==> config.mk <==
export PLATFORM = sky130hd
export DESIGN_NAME = mem_port_arbiter
export DESIGN_NICKNAME = d
export VERILOG_FILES = /design/src/rtl/cpu_mem_pkg.sv /design/src/rtl/mem_port_arbiter.sv
export SDC_FILE = /design/constraint.sdc
export NUM_CORES = 1
export LEC_CHECK = 0
export ABC_AREA = 0
export CORE_AREA = 2 2 107 109
export CTS_CLUSTER_SIZE = 14
export DETAILED_ROUTE_END_ITERATION = 10
export DIE_AREA = 0 0 109 111
export PLACE_DENSITY_LB_ADDON = 0.05
export SYNTH_ARGS = -nofsm -noshare
export SYNTH_HDL_FRONTEND = slang
export SYNTH_SLANG_ARGS = --single-unit
==> constraint.sdc <==
create_clock -name clk -period 2.7 [get_ports clk]
set_input_delay 0.405 -clock clk [delete_from_list [all_inputs] [get_ports clk]]
set_output_delay 0.405 -clock clk [all_outputs]
set_load 0.01 [all_outputs]
==> src/rtl/cpu_mem_pkg.sv <==
// Shared definitions for the unified memory-port arbiter:
// FSM state encoding and default bus widths.
package cpu_mem_pkg;

    localparam int AW_DEF = 32;
    localparam int DW_DEF = 32;
    localparam int SW_DEF = DW_DEF / 8;

    typedef enum logic [1:0] {
        IDLE    = 2'd0,
        WAIT_IF = 2'd1,
        WAIT_LS = 2'd2
    } arb_state_e;

endpackage

==> src/rtl/mem_port_arbiter.sv <==
// Single-outstanding arbiter sharing one memory port between fetch and LS.
// Define ARB_STARVE_GUARD_EN to force an IF grant after STARVE_MAX LS wins.
module mem_port_arbiter
    import cpu_mem_pkg::*;
#(
    parameter int AW         = AW_DEF,
    parameter int DW         = DW_DEF,
    parameter int STARVE_MAX = 4
) (
    input  logic            clk,
    input  logic            reset,
    input  logic            if_req,
    input  logic [AW-1:0]   if_addr,
    output logic            if_gnt,
    output logic            if_rvalid,
    output logic [DW-1:0]   if_rdata,
    input  logic            ls_req,
    input  logic            ls_we,
    input  logic [AW-1:0]   ls_addr,
    input  logic [DW-1:0]   ls_wdata,
    input  logic [DW/8-1:0] ls_wstrb,
    output logic            ls_gnt,
    output logic            ls_rvalid,
    output logic [DW-1:0]   ls_rdata,
    output logic            mem_valid,
    input  logic            mem_ready,
    output logic            mem_we,
    output logic [AW-1:0]   mem_addr,
    output logic [DW-1:0]   mem_wdata,
    output logic [DW/8-1:0] mem_wstrb,
    input  logic            mem_rvalid,
    input  logic [DW-1:0]   mem_rdata
);

    if (STARVE_MAX < 1) begin : g_bad_starve_max
        $error("STARVE_MAX must be at least 1");
    end

    arb_state_e r_state;
    logic       w_idle;
    logic       w_pick_ls;
    logic       w_force_if;
    logic       w_ls_sel;

    // Outputs are gated by reset so they drop the instant reset asserts.
    assign w_idle    = reset && (r_state == IDLE);
    assign w_pick_ls = ls_req && !w_force_if;
    assign mem_valid = w_idle && (if_req || ls_req);
    assign w_ls_sel  = mem_valid && w_pick_ls;

    assign mem_we    = w_ls_sel && ls_we;
    assign mem_addr  = !mem_valid ? '0 : (w_pick_ls ? ls_addr : if_addr);
    assign mem_wdata = w_ls_sel ? ls_wdata : '0;
    assign mem_wstrb = w_ls_sel ? ls_wstrb : '0;

    assign ls_gnt = w_ls_sel && mem_ready;
    assign if_gnt = mem_valid && !w_pick_ls && mem_ready;

    assign if_rvalid = reset && (r_state == WAIT_IF) && mem_rvalid;
    assign ls_rvalid = reset && (r_state == WAIT_LS) && mem_rvalid;
    assign if_rdata  = if_rvalid ? mem_rdata : '0;
    assign ls_rdata  = ls_rvalid ? mem_rdata : '0;

`ifdef ARB_STARVE_GUARD_EN
    localparam int CW = $clog2(STARVE_MAX + 1);

    logic [CW-1:0] r_starve_cnt;

    assign w_force_if = if_req && (r_starve_cnt == CW'(STARVE_MAX));

    // An LS grant with if_req high implies the count is below the limit.
    always_ff @(posedge clk or negedge reset) begin
        if (!reset) begin
            r_starve_cnt <= '0;
        end else if (r_state == IDLE) begin
            if (if_gnt || !if_req) begin
                r_starve_cnt <= '0;
            end else if (ls_gnt) begin
                r_starve_cnt <= r_starve_cnt + 1'b1;
            end
        end
    end
`else
    assign w_force_if = 1'b0;
`endif

    always_ff @(posedge clk or negedge reset) begin
        if (!reset) begin
            r_state <= IDLE;
        end else begin
            unique case (r_state)
                IDLE: begin
                    if (ls_gnt) begin
                        r_state <= WAIT_LS;
                    end else if (if_gnt) begin
                        r_state <= WAIT_IF;
                    end
                end
                WAIT_IF, WAIT_LS: begin
                    if (mem_rvalid) begin
                        r_state <= IDLE;
                    end
                end
                default: r_state <= IDLE;
            endcase
        end
    end

endmodule

==> impl_results.md <==
- Setup Viol. Count Final: 0
- Drt pass-1 iters: 4
- Clock sinks: 2
- Area grow syn2layout: 238%
- DR iter-0 viols: 83
- Post-Syn Nets: between 300 and 400
- Post-synth cell types: 18
- Comb pwr share: between 80% and 90%
- Sequential fraction of the synthesis area: under 10%
- Synth Area in Adders: 3.00%
- R2R Setup Slk: between 1 and 1.5 ns
- Die height: 111 microns
- DR vias: 2219
- Setup TNS: 0 ns
- Fmax achieved: just under 400 MHz
- GP Congestion: around 0.70
- Compound-Gate Fraction of Synth Area: between 20% and 30%
- Worst slew pin tran: approximately 0.2 ns
- Crit. End Element: output pin
- Max FFs per register: 2
- Slew headroom: between 80% and 90%
- Final instance area: about 4200 sq um
- Vias per cell: around 3.8
- Synth warn: 0
- Ports: between 200 and 300
- Port Buffers: 276
- Crit path cell chain: clkdlybuf4s50_1 -> and3_2 -> buf_12 -> a22o_1 -> clkdlybuf4s50_1
- First-pass GRT wire length: 11500 microns
- Min Tclk post-route: 2.54 ns
- GRT Overall Usage: 12.1%
- Post_cts resized: 0
- Worst r2r src: r_state[0]
- Worst EP arrival: between 2 and 2.5 ns
- Slowest CP cell: clkdlybuf4s50_1
- Pwr Density: 328 nW/um^2
- Crit Path Max Fanout: between 50 and 60
- Worst path bufs/invs: 3
- Crit start category: input pin
- Crit path to: mem_addr[1]
- Sw Ratio: approximately 33%
- Avg WL per Cell: about 14 microns
- Cell depth of the worst setup path: 5
- Area of the core: between 10000 and 15000 sq um
- Commonest non-fill, non-tap cell in the layout: clkdlybuf4s50_1
- Initial Utilization: a little under an eighth
- Xor/xnor cell area share of the yosys netlist: 0%
- H-tree Lvls: 1
- Switching power: 457 uW
- Row count: 39
- CP Data Required Time: around 2.3 ns
- Max cap viols: 0
- Aggregate global routing overflow: 0
- Mapped cell area: ~1200 sq um
- Area after DPL: between 4000 and 5000 sq um
- Nets: a little under 600
- R2r worst-path depth: 6
- Final non-filler cell total: 583
- Root Driver: clkbuf_16
- # hold bufs at CTS: 0
- Die width: about 110 microns
- Largest net degree at the start of global routing: between 50 and 60
- Seq pwr share: between 3 and 4%
- Insertion delay to the later sink of the worst-skew pair: 0.22 ns
- R2r endpoint: r_state[1]
- Status: finished, final reports clean
- Max Buffers Root-to-Sink: 2
- Clock share of power: about 16%
- ANT cells: 0
- Vias in the first global route: approximately 2200
- Final cycle utilization of the critical path: between 90% and 100%
- Critical path's top delay family: buffers and inverters
- Final wirelength: between 8000 and 9000 microns
- Peak per-stage delay on the critical path: 0.56 ns
- Fin. Hold Viols: 0
- Top flop regs: r_state: 2 flops
- RSZ-0062 raised after global routing: false
- Leak pwr: ~0.0016 uW
- Largest family of logic cells by synthesized area: simple AND/OR/NAND/NOR gates
- Placed cell count: 580
- Critical path origin: reset
- Antenna Violating Nets Remaining: 0
- Most frequent cells in the layout: 276 x clkdlybuf4s50_1, 103 x and2_1, 32 x a22o_1, 4 x and3_1, 4 x buf_12
- Synthesized instance count: roughly 170
- Most frequent CP cell: clkdlybuf4s50_1
- Die area: roughly 12000 sq um
- Num CTS Buffers: 3
- CTS clk-pin slew, worst paths: approximately 0.03 ns
- Peak VDD IR: 0.116 mV
- Worst min path class: in2async
- Slew Viols, Final: 0
- DRC viols: 0
- Int Pwr: 930 uW
- Fraction of layout cells with a size suffix above 1: 2.50%
- Syn_area_per_cell: 7.23 sq um
- Largest reg by FF count: r_state
- Initial antenna violation count: 0
- Worst setup skew after layout: about 0.00033 ns
- Post-Synth Simple-Gate Area: 56.2%
- CTS tree: done
- Critical path class: in2out
- Post-DP HPWL: 6740 microns
- Multiplexer area fraction after synthesis: 0%
- Synth Register Bits: 2
- Setup Buffers After CTS: 0
-- synthesized netlist by cell type, drive strengths merged --
library cell | instances | area [sq um]
a21boi | 1 | 7.51
a22o | 32 | 280
a31o | 1 | 8.76
and2 | 103 | 644
and3 | 5 | 31.3
and4b | 1 | 10.0
buf | 11 | 108
clkbuf | 7 | 30.0
dfrtp | 2 | 50.1
ha | 3 | 37.5
inv | 3 | 11.3
nand2b | 1 | 6.26
nand3 | 1 | 10.0
o211a | 1 | 10.0
o21ai | 1 | 5.00
-- through the flow --
| step | hold WS [ns] | total power [uW] | util (%) | setup WS (ns) |
|---|---|---|---|---|
| 3_3_place_gp | 0.535 | 1180 | 37.5 | 0.166 |
| 4_1_cts | 0.546 | 1410 | 38.1 | 0.133 |
| 3_5_place_dp | 0.552 | 1180 | 37.5 | 0.146 |
| 2_1_floorplan | 0.109 | 515 | - | 1.02 |
| 5_1_grt | 0.572 | 1480 | 38.1 | 0.0542 |
| 6_report | 0.545 | 1390 | 38.1 | 0.163 |
-- power groups by stage --
stage          Clock (uW)  Combinational [uW]  Sequential (uW)
6_report              222                1110             50.8
5_1_grt               229                1200             52.3
4_1_cts               227                1130             51.3
3_5_place_dp            0                1130             51.7
3_3_place_gp            0                1130             51.1
2_1_floorplan           0                 466             48.7
-- how the worst min path moves through the flow --
stage                    start          to  slack (ns)  cells after the start
CTS                      reset  r_state[0]        0.55                      2
floorplan                reset  r_state[0]        0.11                      0
finish                   reset  r_state[0]        0.55                      2
detailed placement  r_state[1]  r_state[1]        0.55                      1
global placement    r_state[1]  r_state[1]        0.53                      1
global route        r_state[1]  r_state[1]        0.57                      1
-- metal layers --
layer | global-route usage (%) | wire length (microns)
met1 | 11.5 | 2690
met2 | 24.6 | 4450
met3 | 4.12 | 873
met4 | 1.79 | 26
met5 | 0 | 0
-- area by class of cell --
| class | instances | area [sq um] |
|---|---|---|
| timing repair buffer | 282 | 2860 |
| tap | 143 | 179 |
| fill | 1124 | 6850 |
| clock buffer | 3 | 75.1 |
| inverter | 3 | 11.3 |
| sequential | 2 | 50.0 |
| multi-input combinational | 150 | 1050 |
-- cell families (layout without fill, tap and decap cells) --
kind of cell	count (synthesis)	in the layout
AOI/OAI and AO/OA	36	36
DFF	2	2
and+or+nand+nor	111	111
adders and majority gates	3	3
buffers and inverters	21	288
(Power assumes the default switching activity.)
